==> config.mk <==
export PLATFORM = sky130hd
export DESIGN_NAME = bist_repair_remap
export DESIGN_NICKNAME = d
export VERILOG_FILES = /design/src/rtl/bist_repair_pkg.sv /design/src/rtl/repair_cam_entry.sv /design/src/rtl/bist_repair_remap.sv
export SDC_FILE = /design/constraint.sdc
export NUM_CORES = 1
export LEC_CHECK = 0
export CAP_MARGIN = 20
export CORE_ASPECT_RATIO = 0.5
export CORE_MARGIN = 2
export CORE_UTILIZATION = 40
export CTS_CLUSTER_DIAMETER = 60
export CTS_CLUSTER_SIZE = 10
export DETAILED_ROUTE_END_ITERATION = 8
export SKIP_CTS_REPAIR_TIMING = 1
export SLEW_MARGIN = 15
export SYNTH_ARGS = -nofsm -noshare
export SYNTH_HDL_FRONTEND = slang
export SYNTH_SLANG_ARGS = --single-unit
==> constraint.sdc <==
create_clock -name clk -period 5 [get_ports clk]
set_clock_uncertainty 0.1 [all_clocks]
set_input_delay 0.5 -clock clk [delete_from_list [all_inputs] [get_ports clk]]
set_output_delay 0.5 -clock clk [all_outputs]
set_load 0.1 [all_outputs]
==> src/rtl/bist_repair_pkg.sv <==
// Shared widths, FSM state codes and helpers for the BIST repair/remap unit.
// Optional spare parity is enabled with the BIST_REPAIR_PARITY_EN macro.
package bist_repair_pkg;

  localparam int ADDR_W_DEF = 10;
  localparam int DATA_W_DEF = 8;
  localparam int SPARES_DEF = 4;
  localparam int RD_LAT_DEF = 1;
  localparam int IDX_W_DEF  = $clog2(SPARES_DEF);
  localparam int CNT_W      = 5;

  typedef logic [1:0] state_t;

  localparam state_t ST_IDLE    = 2'd0;
  localparam state_t ST_COLLECT = 2'd1;
  localparam state_t ST_ACTIVE  = 2'd2;
  localparam state_t ST_FAILED  = 2'd3;

  // A single-spare build still needs a one-bit index.
  function automatic int idx_width(input int spares);
    return (spares > 1) ? $clog2(spares) : 1;
  endfunction

endpackage

==> src/rtl/repair_cam_entry.sv <==
// One repair table entry: valid bit, failing address, spare word and the
// fail/write/read address comparators. Parity storage under BIST_REPAIR_PARITY_EN.
module repair_cam_entry
  import bist_repair_pkg::*;
#(
  parameter int ADDR_W = ADDR_W_DEF,
  parameter int DATA_W = DATA_W_DEF
) (
  input  logic              clk,
  input  logic              rst,
  input  logic              clear_i,
  input  logic              alloc_i,
  input  logic [ADDR_W-1:0] fail_addr_i,
  input  logic              wr_en_i,
  input  logic [ADDR_W-1:0] wr_addr_i,
  input  logic [DATA_W-1:0] wr_data_i,
  input  logic [ADDR_W-1:0] rd_addr_i,
  output logic              valid_o,
  output logic              fail_hit_o,
  output logic              wr_hit_o,
  output logic              rd_hit_o,
  output logic [DATA_W-1:0] data_o
`ifdef BIST_REPAIR_PARITY_EN
  ,
  output logic              par_o
`endif
);

  logic              valid_q;
  logic [ADDR_W-1:0] addr_q;
  logic [DATA_W-1:0] data_q;
`ifdef BIST_REPAIR_PARITY_EN
  logic              par_q;
`endif

  assign fail_hit_o = valid_q && (addr_q == fail_addr_i);
  assign wr_hit_o   = valid_q && (addr_q == wr_addr_i);
  assign rd_hit_o   = valid_q && (addr_q == rd_addr_i);
  assign valid_o    = valid_q;
  assign data_o     = data_q;
`ifdef BIST_REPAIR_PARITY_EN
  assign par_o      = par_q;
`endif

  // NOTE: sequential state uses non-blocking assignments so every flop samples pre-edge values.
  // NOTE: the spare word is a handful of flops, not a RAM macro, so it is reset like any register.
  always_ff @(posedge clk) begin
    if (!rst) begin
      valid_q <= 1'b0;
      addr_q  <= '0;
      data_q  <= '0;
`ifdef BIST_REPAIR_PARITY_EN
      par_q   <= 1'b0;
`endif
    end else if (clear_i) begin
      valid_q <= 1'b0;
      data_q  <= '0;
`ifdef BIST_REPAIR_PARITY_EN
      par_q   <= 1'b0;
`endif
    end else if (alloc_i) begin
      valid_q <= 1'b1;
      addr_q  <= fail_addr_i;
      data_q  <= '0;
`ifdef BIST_REPAIR_PARITY_EN
      par_q   <= 1'b0;
`endif
    end else if (wr_en_i && wr_hit_o) begin
      data_q  <= wr_data_i;
`ifdef BIST_REPAIR_PARITY_EN
      par_q   <= ^wr_data_i;
`endif
    end
  end

endmodule

==> src/rtl/bist_repair_remap.sv <==
// Word-level redundancy repair: captures BIST failing addresses into spare
// words and redirects user accesses to them. Optional BIST_REPAIR_PARITY_EN.
module bist_repair_remap
  import bist_repair_pkg::*;
#(
  parameter int ADDR_W = ADDR_W_DEF,
  parameter int DATA_W = DATA_W_DEF,
  parameter int SPARES = SPARES_DEF,
  parameter int RD_LAT = RD_LAT_DEF
) (
  input  logic              clk,
  input  logic              rst,
  input  logic              tst_start,
  input  logic              tst_done,
  input  logic              fail_valid,
  input  logic [ADDR_W-1:0] fail_addr,
  input  logic              wrt_en,
  input  logic [ADDR_W-1:0] wrt_addrs,
  input  logic [DATA_W-1:0] wrt_dat,
  input  logic [ADDR_W-1:0] rd_addrs,
  input  logic [DATA_W-1:0] ram_rd_data,
  output logic [DATA_W-1:0] rd_data,
  output logic [CNT_W-1:0]  repair_count,
  output logic              repair_ok,
  output logic              repair_overflow,
  output logic              remap_en
`ifdef BIST_REPAIR_PARITY_EN
  ,
  output logic              spare_par_err
`endif
);

  localparam int IDX_W = idx_width(SPARES);

  state_t             state_q, state_d;
  logic [CNT_W-1:0]   count_q, count_d;
  logic               overflow_q, overflow_d;
  logic               in_collect, remap;
  logic               free_found;

  logic [SPARES-1:0]  valid, fail_hit, wr_hit, rd_hit, alloc_vec;
  logic [DATA_W-1:0]  spare_data [SPARES];

  logic [IDX_W-1:0]   rd_idx;
  logic               rd_any;
  logic [DATA_W-1:0]  rd_sel;
  logic               hit_pipe_q [RD_LAT];
  logic [DATA_W-1:0]  dat_pipe_q [RD_LAT];

  assign in_collect = (state_q == ST_COLLECT) && !tst_start;
  assign remap      = (state_q == ST_ACTIVE) || (state_q == ST_FAILED);

  for (genvar g = 0; g < SPARES; g++) begin : g_entry
`ifdef BIST_REPAIR_PARITY_EN
    logic par;
`endif
    repair_cam_entry #(
      .ADDR_W(ADDR_W),
      .DATA_W(DATA_W)
    ) u_entry (
      .clk        (clk),
      .rst        (rst),
      .clear_i    (tst_start),
      .alloc_i    (alloc_vec[g]),
      .fail_addr_i(fail_addr),
      .wr_en_i    (wrt_en && remap),
      .wr_addr_i  (wrt_addrs),
      .wr_data_i  (wrt_dat),
      .rd_addr_i  (rd_addrs),
      .valid_o    (valid[g]),
      .fail_hit_o (fail_hit[g]),
      .wr_hit_o   (wr_hit[g]),
      .rd_hit_o   (rd_hit[g]),
      .data_o     (spare_data[g])
`ifdef BIST_REPAIR_PARITY_EN
      ,
      .par_o      (par)
`endif
    );
  end

  // NOTE: every always_comb output gets a default first so no path can infer a latch.
  always_comb begin
    alloc_vec  = '0;
    free_found = 1'b0;
    count_d    = count_q;
    overflow_d = overflow_q;
    if (tst_start) begin
      count_d    = '0;
      overflow_d = 1'b0;
    end else if (in_collect && fail_valid && !(|fail_hit)) begin
      if (count_q < CNT_W'(SPARES)) begin
        for (int i = 0; i < SPARES; i++) begin
          if (!valid[i] && !free_found) begin
            alloc_vec[i] = 1'b1;
            free_found   = 1'b1;
          end
        end
        count_d = count_q + 1'b1;
      end else begin
        overflow_d = 1'b1;
      end
    end
  end

  // A restart pulse wins over a coincident done pulse from any state.
  always_comb begin
    state_d = state_q;
    if (tst_start) begin
      state_d = ST_COLLECT;
    end else if (state_q == ST_COLLECT && tst_done) begin
      state_d = overflow_d ? ST_FAILED : ST_ACTIVE;
    end
  end

  always_ff @(posedge clk) begin
    if (!rst) begin
      state_q    <= ST_IDLE;
      count_q    <= '0;
      overflow_q <= 1'b0;
    end else begin
      state_q    <= state_d;
      count_q    <= count_d;
      overflow_q <= overflow_d;
    end
  end

  always_comb begin
    rd_idx = '0;
    rd_any = 1'b0;
    for (int i = 0; i < SPARES; i++) begin
      if (rd_hit[i]) begin
        rd_idx = IDX_W'(i);
        rd_any = 1'b1;
      end
    end
  end

  // The spare word is captured at read time so a same-cycle snoop write is not visible.
  assign rd_sel = spare_data[rd_idx];

  always_ff @(posedge clk) begin
    if (!rst) begin
      for (int i = 0; i < RD_LAT; i++) begin
        hit_pipe_q[i] <= 1'b0;
        dat_pipe_q[i] <= '0;
      end
    end else begin
      hit_pipe_q[0] <= remap && rd_any;
      dat_pipe_q[0] <= rd_sel;
      for (int i = 1; i < RD_LAT; i++) begin
        hit_pipe_q[i] <= hit_pipe_q[i-1];
        dat_pipe_q[i] <= dat_pipe_q[i-1];
      end
    end
  end

  assign rd_data         = (remap && hit_pipe_q[RD_LAT-1]) ? dat_pipe_q[RD_LAT-1] : ram_rd_data;
  assign repair_count    = count_q;
  assign repair_ok       = (state_q == ST_ACTIVE);
  assign repair_overflow = overflow_q;
  assign remap_en        = remap;

`ifdef BIST_REPAIR_PARITY_EN
  logic              rd_par;
  logic              bad_pipe_q [RD_LAT];
  logic              par_err_q;
  logic [SPARES-1:0] par_vec;

  for (genvar g = 0; g < SPARES; g++) begin : g_par
    assign par_vec[g] = g_entry[g].par;
  end

  assign rd_par = par_vec[rd_idx];

  always_ff @(posedge clk) begin
    if (!rst) begin
      for (int i = 0; i < RD_LAT; i++) bad_pipe_q[i] <= 1'b0;
      par_err_q <= 1'b0;
    end else begin
      bad_pipe_q[0] <= remap && rd_any && ((^rd_sel) != rd_par);
      for (int i = 1; i < RD_LAT; i++) bad_pipe_q[i] <= bad_pipe_q[i-1];
      if (remap && bad_pipe_q[RD_LAT-1]) par_err_q <= 1'b1;
    end
  end

  assign spare_par_err = par_err_q;
`endif

endmodule

==> flow_summary.toml <==
[floorplanning]
rows = 29
start_util_pct = 41.7
die_area_mm2 = 0.0145
core_mm2 = 0.0129
fp.dieH_um = 86.1
ios = 68
die_w_um = 168

[detailed_routing]
postRouteAntennaNets = 0
drtPass1Iterations = 5
num_vias = 4470
routed_wl_um = 15100
drc = 0
drt_iter0_markers = 328
wl_per_cell_um = 18.6
drt-vias-per-instance = 5.52

[status]
status = "finished, final reports clean"

[layout]
syn2layout_area_growth_pct = 17.3
fillCellCount = 1301
mostFrequentLayoutCell = "xnor2_1"
layout_common_cells = "xnor2_1, dfxtp_1, clkdlybuf4s50_1, mux2i_1, nand2_1"
diodes = 0
nets = 688
drive_gt1_share_pct = 6.72

[synthesis]
synth_mux_area_share_pct = 12.8
yosysTopAreaCell = "dfxtp_1"
synth_xor_area_share_pct = 19.5
synth-adder-area-share_pct = 0.232
syn_nets = 662
ys_ff_latch = 93
yosysUniqueCellTypes = 39
synth-compound-area-share_pct = 6.75
yosys.area_share.simple_pct = 20.5
synth_top_area_share_pct = 34.5
synthesis.instances = 609
synth_area_leaders = "dfxtp_1, xnor2_1, mux2i_1, nand4_1, nand2_1"
ys_warn_count = 0
synth_top_family_by_area = "simple AND/OR/NAND/NOR gates"
synth_seq_area_share_pct = 34.5
syn_area_mm2 = 0.00539
synth_area_per_cell_um2 = 8.85

[place]
dp_slack_ps = 1640
routabilityCongestion = 0.913
port_buffers = 67
place_hpwl_um = 11200

[global_routing]
gr-total-overflow = 0
grt_first_pass_wirelength_um = 24000
grtUsageTotal_pct = 21.6
first_global_vias = 4229
antenna_found_initial = 0
grt_max_degree = 36

[clocking]
htreeDepth = 3
numCtsBuffers = 9
clockBufferDepth = 2
clkSlewWorstSetupHoldPaths_ps = 70
cts_tree = "yes"
cts-root-buf = "clkbuf_16"
clkLatencyLatePin_ps = 350
cts.sinks = 93

[timing]
setup_tns_ps = 0
relSlewSlack_pct = 28.8
final-setup-viol-count = 0
fin_hold_ws_ps = 342
layout_min_cycle_time_ps = 3310
fin_ws_ps = 1690
hold_violations = 0
worstMarginPinSlew_ps = 1060
rsz0062_at_grt = "no"
fmax_mhz = 302
slew_violations = 0
finalCritPeriodShare_pct = 66.2

[critical_path]
path_class = "flop to primary output"
required_ps = 4400
max_stage_delay_ps = 1130
crit_arrival_ps = 2710
start_kind = "flop"
critPathTopFamily = "buffers and inverters"
cpMaxStageDelayCell = "clkdlybuf4s50_1"
path_buf_inv = 1
cp_cell_sequence = "nand2_1 > mux2_2 > clkdlybuf4s50_1"
crit_fanout = 10
worstSetupEndpointType = "primary output"

[pwr]
p_switching_uw = 443
leakage_nw = 2.25
p_sw_share_pct = 27.2
power_density_mw_per_mm2 = 258
max-vdd-ir-drop_mv = 0.145
power_mw = 1.63
comb_power_share_pct = 12.7
clkPwrFrac_pct = 41.4
power_frac_seq_pct = 45.9
internal_power_mw = 1.19

[min_path]
worstHoldPathType = "flop to flop"

[flow_run]
drv_cap = 0
-- power by group through the flow --
| stage | combinational, mW | sequential, mW | clock, mW |
|---|---|---|---|
| 3_5_place_dp | 0.205 | 0.765 | 0 |
| 3_3_place_gp | 0.205 | 0.765 | 0 |
| 5_1_grt | 0.220 | 0.748 | 0.721 |
| 6_report | 0.207 | 0.748 | 0.675 |
| 2_1_floorplan | 0.137 | 0.764 | 0 |
| 4_1_cts | 0.206 | 0.748 | 0.696 |
-- final timing paths --
check | depth (start not counted) | slack (ps) | end | startpoint
setup / recovery | 3 | 1690 | rd_data[3] | state_q[1]$_SDFFE_PP0P_
hold / removal | 2 | 340 | dat_pipe_q[0][1]$_SDFF_PN0_ | g_entry[3].u_entry.data_o[1]$_SDFFE_PP0P_
setup reg to reg | 6 | 2410 | g_entry[0].u_entry.addr_q[7]$_SDFFE_PN0P_ | g_entry[2].u_entry.addr_q[9]$_SDFFE_PN0P_
hold reg to reg | 2 | 340 | dat_pipe_q[0][1]$_SDFF_PN0_ | g_entry[3].u_entry.data_o[1]$_SDFFE_PP0P_
-- flip-flops by register name (all words and copies together) (netlist names) --
register,cells
g_entry.u_entry.valid_o,4
g_entry.u_entry.data_o,32
g_entry.u_entry.addr_q,40
state_q,2
hit_pipe_q,1
repair_count,5
repair_overflow,1
dat_pipe_q,8
-- per-layer routing --
layer / wire length (um) / up-vias / global-route usage [%] / part of all wire [%]
li1: - / 2166 / - / -
met2: 6620 / 143 / 33.3 / 44
met4: 73 / 0 / 4.47 / 0.48
met1: 7360 / 2155 / 30.9 / 49
met5: 0 / - / 0 / 0
met3: 1030 / 6 / 5.08 / 6.8
-- worst reg2reg max path, cell delays in order (launching register included) --
cell and delay (ps):
dfxtp_1 480, xnor2_1 210, nand4_1 110, or4b_1 620, nand3_2 210, or3_1 530
mux2i_1 270
-- cell usage after synthesis --
cell	n
and3_1	2
o21ai_0	24
o21a_1	2
or3_4	1
nor2_1	19
a41oi_1	1
ha_1	1
mux2i_1	60
buf_2	2
or4_1	2
a21oi_1	23
nand3_1	32
nand3_2	1
nand2b_1	3
buf_1	4
xor2_1	13
nor4_2	2
nand4_1	33
dfxtp_1	93
or3_1	7
buf_4	6
nor2b_1	1
nand2_1	49
and2_1	2
a31oi_1	4
nor3_2	8
nand4b_1	1
inv_1	1
buf_6	8
mux2_2	8
clkbuf_2	1
nor3_1	34
a211o_1	8
or4b_1	1
clkbuf_1	36
xnor2_1	107
o311a_1	1
nor3_4	1
nor4_1	7
-- final cells by class --
cell class              instances  area (um2)  area share, %
multi-input cells             458        3240           51.2
inverters                       1        3.75         0.0594
well taps                     170         213           3.37
flip-flops and latches         93        1860           29.5
clock buffers                  10         239           3.78
clock inverters                 6        57.6          0.911
repair buffers                 72         708           11.2
-- logic make-up after synthesis --
family                     count (synthesis)
xor gates and xnor gates                 120
DFF                                       93
AOI/OAI and AO/OA                         63
adders and majority gates                  1
buffers and inverters                     58
muxes                                     68
and+or+nand+nor                          206
-- per-stage QoR --
step	utilization (%)	cell area (um2)	cells
floorplan	-	5390	609
global placement	46.6	6020	794
detailed placement	46.6	6020	794
CTS	48.9	6320	810
global route	48.9	6320	810
finish	48.9	6320	810
(Power assumes the default switching activity.)
